===== src/rtl/seg_pkg.sv =====
// Shared constants and types for the seven-segment scan path.
package seg_pkg;

  localparam int NUM_DIGITS = 4;
  localparam logic [6:0] SEG_OFF  = 7'h7F;
  localparam logic [3:0] AN_RESET = 4'b1110;

  typedef logic [1:0] scan_idx_t;

  // Packed display word for the default 4-bit digit width.
  typedef struct packed {
    logic        overflow;
    logic [3:0]  dp;
    logic [15:0] digits;
  } disp_word_t;

endpackage


===== src/rtl/seg_scan_scheduler_tick_gen.sv =====
// Clock-enable prescaler: one-cycle tick every CLK_DIV cycles of clk.
module tick_gen #(
  parameter int CLK_DIV = 100000
) (
  input  logic clk,
  input  logic reset,
  output logic tick
);

  localparam int CW = (CLK_DIV > 1) ? $clog2(CLK_DIV) : 1;

  logic [CW-1:0] count_q, count_d;

  assign tick = (count_q == CW'(CLK_DIV - 1));

  always_comb begin
    count_d = count_q + 1'b1;
    if (tick) count_d = '0;
  end

  always_ff @(posedge clk) begin
    if (reset) count_q <= '0;
    else       count_q <= count_d;
  end

endmodule


===== src/rtl/seg_scan_scheduler.sv =====
// Four-digit display multiplexer with frame-aligned double buffering and
// leading-zero blanking in front of a shared external segment decoder.
module seg_scan_scheduler
  import seg_pkg::*;
#(
  parameter int CLK_DIV     = 100000,
  parameter int DIGIT_WIDTH = 4
) (
  input  logic                              clk,
  input  logic                              reset,
  input  logic                              in_valid,
  output logic                              in_ready,
  input  logic [NUM_DIGITS*DIGIT_WIDTH-1:0] in_digits,
  input  logic                              in_overflow,
  input  logic [NUM_DIGITS-1:0]             in_dp,
  output logic [DIGIT_WIDTH-1:0]            decoder_in,
  input  logic [6:0]                        decoder_out,
  output logic                              overflow,
  output logic [6:0]                        seg,
  output logic                              dp,
  output logic [NUM_DIGITS-1:0]             an,
  output logic                              frame_done
);

  localparam int WW = NUM_DIGITS * DIGIT_WIDTH;

  logic tick;

  tick_gen #(.CLK_DIV(CLK_DIV)) u_tick_gen (
    .clk   (clk),
    .reset (reset),
    .tick  (tick)
  );

  scan_idx_t             idx_q, idx_d;
  logic [NUM_DIGITS-1:0] an_q, an_d;

  logic [WW-1:0]         act_digits_q, act_digits_d;
  logic [NUM_DIGITS-1:0] act_dp_q, act_dp_d;
  logic                  act_ovf_q, act_ovf_d;

  logic [WW-1:0]         pend_digits_q, pend_digits_d;
  logic [NUM_DIGITS-1:0] pend_dp_q, pend_dp_d;
  logic                  pend_ovf_q, pend_ovf_d;
  logic                  pend_full_q, pend_full_d;

  logic boundary;
  logic accept;

  assign boundary   = tick && (idx_q == scan_idx_t'(NUM_DIGITS - 1));
  assign accept     = in_valid && !pend_full_q;
  assign in_ready   = !pend_full_q;
  assign frame_done = boundary;

  always_comb begin
    idx_d = idx_q;
    an_d  = an_q;
    if (tick) begin
      idx_d = idx_q + 1'b1;
      an_d  = ~(NUM_DIGITS'(1) << idx_d);
    end
  end

  // The pending slot only drains at a frame boundary, so a frame never
  // shows a mix of two words. Accept and drain are mutually exclusive.
  always_comb begin
    act_digits_d  = act_digits_q;
    act_dp_d      = act_dp_q;
    act_ovf_d     = act_ovf_q;
    pend_digits_d = pend_digits_q;
    pend_dp_d     = pend_dp_q;
    pend_ovf_d    = pend_ovf_q;
    pend_full_d   = pend_full_q;
    if (boundary && pend_full_q) begin
      act_digits_d = pend_digits_q;
      act_dp_d     = pend_dp_q;
      act_ovf_d    = pend_ovf_q;
      pend_full_d  = 1'b0;
    end else if (accept) begin
      pend_digits_d = in_digits;
      pend_dp_d     = in_dp;
      pend_ovf_d    = in_overflow;
      pend_full_d   = 1'b1;
    end
  end

  always_ff @(posedge clk) begin
    if (reset) begin
      idx_q         <= '0;
      an_q          <= AN_RESET;
      act_digits_q  <= '0;
      act_dp_q      <= '0;
      act_ovf_q     <= 1'b0;
      pend_digits_q <= '0;
      pend_dp_q     <= '0;
      pend_ovf_q    <= 1'b0;
      pend_full_q   <= 1'b0;
    end else begin
      idx_q         <= idx_d;
      an_q          <= an_d;
      act_digits_q  <= act_digits_d;
      act_dp_q      <= act_dp_d;
      act_ovf_q     <= act_ovf_d;
      pend_digits_q <= pend_digits_d;
      pend_dp_q     <= pend_dp_d;
      pend_ovf_q    <= pend_ovf_d;
      pend_full_q   <= pend_full_d;
    end
  end

  // lead_zero[k]: digit k and all more-significant digits are zero.
  logic [NUM_DIGITS-1:1] lead_zero;
  logic [NUM_DIGITS-1:0] blank;

  assign blank[0] = 1'b0;

  generate
    for (genvar gi = 1; gi < NUM_DIGITS; gi++) begin : g_blank
      logic digit_zero;
      assign digit_zero = (act_digits_q[gi*DIGIT_WIDTH +: DIGIT_WIDTH] == '0);
      if (gi == NUM_DIGITS - 1) begin : g_top
        assign lead_zero[gi] = digit_zero;
      end else begin : g_mid
        assign lead_zero[gi] = digit_zero && lead_zero[gi+1];
      end
      assign blank[gi] = lead_zero[gi] && !act_ovf_q;
    end
  endgenerate

  assign an         = an_q;
  assign overflow   = act_ovf_q;
  assign decoder_in = act_digits_q[idx_q*DIGIT_WIDTH +: DIGIT_WIDTH];
  assign seg        = blank[idx_q] ? SEG_OFF : decoder_out;
  assign dp         = ~act_dp_q[idx_q];

endmodule


===== config.mk =====
export PLATFORM = sky130hd
export DESIGN_NAME = seg_scan_scheduler
export DESIGN_NICKNAME = d
export VERILOG_FILES = /design/src/rtl/seg_pkg.sv /design/src/rtl/seg_scan_scheduler_tick_gen.sv /design/src/rtl/seg_scan_scheduler.sv
export SDC_FILE = /design/constraint.sdc
export NUM_CORES = 1
export LEC_CHECK = 0
export CORE_UTILIZATION = 50
export CTS_CLUSTER_SIZE = 24
export DETAILED_ROUTE_END_ITERATION = 8
export PLACE_DENSITY = 0.83
export RECOVER_POWER = 100
export SYNTH_ARGS = -nofsm -noshare
export SYNTH_HDL_FRONTEND = slang
export SYNTH_HIERARCHICAL = 1
export SYNTH_SLANG_ARGS = --single-unit

===== constraint.sdc =====
create_clock -name clk -period 2.3 [get_ports clk]
set_input_delay 0.345 -clock clk [delete_from_list [all_inputs] [get_ports clk]]
set_output_delay 0.345 -clock clk [all_outputs]
set_load 0.02 [all_outputs]

; ---- Word level (Yosys, flattened, before mapping)
; Index checks and enable logic that the tools add are counted.
[op_classes]
n_addsub = 2
magnitude_cmp = 1
n_eq_ne = 2
shift = 2
muxes = 5
n_bitwise = 3
reduce_logical = 16
[op_table]
columns = operator, n
row1 = 17-bit by 1-bit adder with 17-bit output (second input constant), 1
row2 = 17-bit equality test (second input constant), 1
row3 = 16-bit by 5-bit indexed part select with 4-bit output, 1
row4 = 4-bit zero test, 3
row5 = 1-bit logical AND, 8
row6 = 7-bit 2-to-1 mux, 1
row7 = 1-bit binary-select mux with 2-bit select, 2
row8 = 4-bit NOT, 1
row9 = 2-bit OR reduction, 2
row10 = 1-bit by 2-bit << shifter with 4-bit output (first input constant), 1
row11 = 2-bit by 3-bit less-than comparator with 1-bit output (second input constant), 1
row12 = 2-bit by 1-bit adder with 2-bit output (second input constant), 1
row13 = 2-bit equality test (second input constant), 1
row14 = 1-bit zero test, 2
row15 = 1-bit 2-to-1 mux, 2
row16 = 1-bit NOT, 2
row17 = 2-bit AND reduction, 1
[word_totals]
ff_bits = 66
out_inout_bits = 19
wordCells = 41

; ---- Depth between registers and ports, before layout
[depth]
depth_word = 7
depth_mapped = 8
depth_no_buf = 7

; ---- Hierarchy
; The synthesis kept the hierarchy.
[by_module_without_submodules]
columns = mod, n_inst, cells_each, area_per_inst_um2
row1 = seg_scan_scheduler, 1, 240, 1963.1
row2 = tick_gen, 1, 88, 797.0

; ---- Worst setup path before layout
; Ideal clock, no wire load.
[synth_path]
path_type = reg2out
from = register u_tick_gen.count_q[0]
to = output port frame_done
arrival_ps = 1638
required_time_ps = 1955
setup_slack_ps = 317
path_stages_with_launch = 7
n_path_buf = 1
path_cell_list = dfxtp_1 ha_1 nand4_1 nor2_1 and3_1 clkbuf_1 and2_1
[synth_via]
elab_chain_cells = 2
[synth_rtl]
columns = item, line_no
row1 = "start, declared", seg_scan_scheduler_tick_gen.sv:12  ; logic [CW-1:0] count_q, count_d;
row2 = "start signal, assigned", seg_scan_scheduler_tick_gen.sv:23  ; else count_q <= count_d;
row3 = 17-bit equality test, seg_scan_scheduler_tick_gen.sv:14  ; assign tick = (count_q == CW'(CLK_DIV - 1));
row4 = named net tick, seg_scan_scheduler.sv:27  ; logic tick;
row5 = 1-bit logical AND, seg_scan_scheduler.sv:50  ; assign boundary = tick && (idx_q == scan_idx_t'(NUM_DIGITS - 1));
row6 = "end, declared", seg_scan_scheduler.sv:22  ; output logic frame_done
; The timed path passes the listed nets, and every way through them passes these cells.

; ---- Worst setup path in the final report
[layout_path]
from = register idx_q[1]
to = output port decoder_in[1]
[layout_via]
elab_chain_cells = 1
[layout_rtl]
columns = item, line_no
row1 = "start, declared", seg_scan_scheduler.sv:35  ; scan_idx_t idx_q, idx_d;
row2 = "start signal, assigned", seg_scan_scheduler.sv:99  ; idx_q <= idx_d;
row3 = 16-bit by 5-bit indexed part select with 4-bit output, seg_scan_scheduler.sv:132  ; assign decoder_in = act_digits_q[idx_q*DIGIT_WIDTH +: DIGIT_WIDTH];
row4 = "end, declared", seg_scan_scheduler.sv:16  ; output logic [DIGIT_WIDTH-1:0] decoder_in,
; Every way passes these cells.

==> metrics.txt <==
H-tree Lvls 3; Worst path slowest cell clkdlybuf4s50_1; Slew @ Worst Pin 0.950 ns; Residual DRC 0; fin crit share 98.7%; placed insts 444; Buf/Inv on CP 2; CTS tree yes; Routed Antenna Nets 0; clk_lat worst skew 0.35 ns; Initial Utilization 53.0%; share of the synthesized area in the top cell type a little under half; clock-pin slew on the worst setup and hold paths 0.07 ns; DIE WIDTH 76.3 µm; total chip power ~2.4 mW; routability congestion estimate about 0.87; minimum clock period about 2.3 ns; EDFF count, synth 0; relative slew slack 36.7%; max-cap viol count 0; vias 2,435; Post-synth top flop dfxtp_1; Final Setup Violations 0; Seq pwr share 48.9%; fin util between 60% and 70%; HPWL Detailed 4.25 mm; synthesis-to-finish area growth 29.9%; CP cell instances buf_2 > mux4_2 > clkdlybuf4s50_1; Worst Path Max Fanout 7; routed vias/inst between 5 and 6; placed inst area 3370 µm²; postcts setup bufs 0; CTS sink count 66; Internal Pwr Total 1.89 mW; clock skew 0.00947 ns; DRT Wirelength approximately 6.4 mm; share of layout cells above drive strength 1 13.6%; critical path class reg2out; PortBufs 49; post-route insts no fill 460; clk root buf clkbuf_8; top cells by count, synth nand2_1, dfxtp_1, a21oi_1, nor2_1, clkbuf_1; fmax 441 MHz; wire length per cell 14.0 µm; Static Leak 1.29 nW; RSZ-0062 raised after global routing true; net switching share of the total power 22.0%; clock buffer depth 2; worst vdd ir 0.000454 V; CTS Buf Count 9; largest net degree at the start of global routing 30; Final Cell Area ~3600 µm²; Total GRT Usage 23.6%; post-synthesis cell area around 2800 µm²; cells after synthesis ~330; sequential share of the synthesized area between 40% and 50%; largest area contributor in the synthesized netlist dfxtp_1; filler cell count in the final layout between 400 and 500; Avg Synthesized Cell Area 8.42 µm²; Clk network pwr share around 44%; Hold Path Class reg2reg; Final Hold Vio Count 0; Congestion Overflow GR 0; row count 26; most frequent cell after synthesis nand2_1; Die Ht 76.3 µm; CP arrival between 1.5 and 2 ns; crit-path max cell delay ~0.55 ns; global-route wire length before repair around 11 mm; Worst Path Required 1.96 ns; Synth async-reset ratio 0%; antenna violations before repair 0; Top Ports 50; startpoint types flop; combinational power share 6.7%; number of distinct library cells after synthesis 35; post-layout net count 421; PwrDens 675 nW/µm²; syn nets 364; #FFs+latches synth 66; cell family with most CP delay buffers and inverters; core area 5200 µm²; yosys warns 6; Multi-input gate area 1350 µm²; DIE AREA around 5800 µm²; leading post-synthesis cells by cell area dfxtp_1, nand2_1, a21oi_1; vias in the first global route 2,361; Psw 0.532 mW; DRT Pass-1 Iters 4; Seq. cell area approximately 1300 µm²; DR iter-0 viols about 140; status completed; hold_buf cts 0; fin. max-slew vios 0; Diodes inserted 0; CP Capture Type primary output
power by group through the flow:
stage / clock network [mW] / logic (mW) / registers, mW
after floorplan: 0 / 0.0784 / 1.21
after CTS: 1.09 / 0.160 / 1.18
final: 1.08 / 0.161 / 1.18
after global placement: 0 / 0.161 / 1.21
after detailed placement: 0 / 0.165 / 1.21
after global routing: 1.15 / 0.178 / 1.19
cells in the final DEF (no fill, tap or decap), drive strengths merged, types with 3 or more instances in the layout:
cell / Yosys / layout
a21oi: 44 / 44
buf: 4 / 22
clkbuf: 15 / 14
clkdlybuf4s50: 0 / 33
dfxtp: 66 / 66
dlygate4sd3: 0 / 7
ha: 5 / 5
inv: 7 / 7
mux4: 5 / 5
nand2: 92 / 92
nand2b: 4 / 4
nand3: 7 / 7
nand4: 5 / 5
nor2: 21 / 21
nor3: 7 / 7
nor4: 4 / 4
o21ai: 3 / 3
o21bai: 7 / 7
or4: 4 / 4
xnor2: 9 / 9
xor2: 5 / 5
worst paths after layout:
check | depth (start not counted) | end | slack [ns] | from
max reg2reg | 9 | overflow | 0.22 | u_tick_gen/count_q[1]
max | 3 | decoder_in[1] | 0.03 | idx_q[1]
min reg2reg | 1 | u_tick_gen/count_q[0] | 0.43 | u_tick_gen/count_q[0]
min | 1 | u_tick_gen/count_q[0] | 0.43 | u_tick_gen/count_q[0]
state kept, by name, indices dropped and copies added (netlist names):
register,count
act_digits_q,16
act_dp_q,4
an,4
idx_q,2
overflow,1
pend_digits_q,16
pend_dp_q,4
pend_full_q,1
pend_ovf_q,1
u_tick_gen/count_q,17
cell families after synthesis:
group | share of synthesized area (%)
buffers and inverters | 4.17
adders and majority gates | 2.27
AOI/OAI and AO/OA | 11.8
and+or+nand+nor | 24.8
DFF | 47.9
xor gates and xnor gates | 4.44
muxes | 4.58
metal layers:
| metal | up-vias | track usage (%) | wire, µm |
|---|---|---|---|
| met3 | 16 | 4.67 | 362 |
| met1 | 1116 | 28.9 | 2780 |
| li1 | 1212 | - | - |
| met2 | 91 | 39.0 | 3120 |
| met4 | 0 | 13.1 | 180 |
| met5 | - | 0 | 0 |
per-stage QoR:
stage | setup slack (ns) | TNS (ns) | hold WS [ns]
2_1_floorplan | 0.317 | 0 | 0.430
3_3_place_gp | 0.00108 | 0 | 0.438
3_5_place_dp | -0.0656 | -0.277 | 0.447
4_1_cts | 0.00748 | 0 | 0.458
5_1_grt | -0.0165 | -0.0502 | 0.454
6_report | 0.0304 | 0 | 0.431
worst reg2reg max path, delay by kind of cell, from the launching register on:
kind,cells,cell delay (ns)
simple gates,5,0.77
buf+inv,2,0.43
flops,1,0.36
fa+ha+maj,1,0.22
compound gates,1,0.21
layout make-up:
class | count | share of cell area (%)
clock buffers | 11 | 3.94
clock inverters | 5 | 2.16
inverters | 7 | 0.733
multi-input cells | 236 | 37.7
flip-flops and latches | 66 | 37.1
well taps | 70 | 2.44
repair buffers | 65 | 16.0
repair_timing:
action	4_1_cts	5_1_grt
resized for setup	33	17
endpoints found under the setup margin	13	9
pin swaps	1	4
No activity file was read; power rests on OpenSTA's default activity.
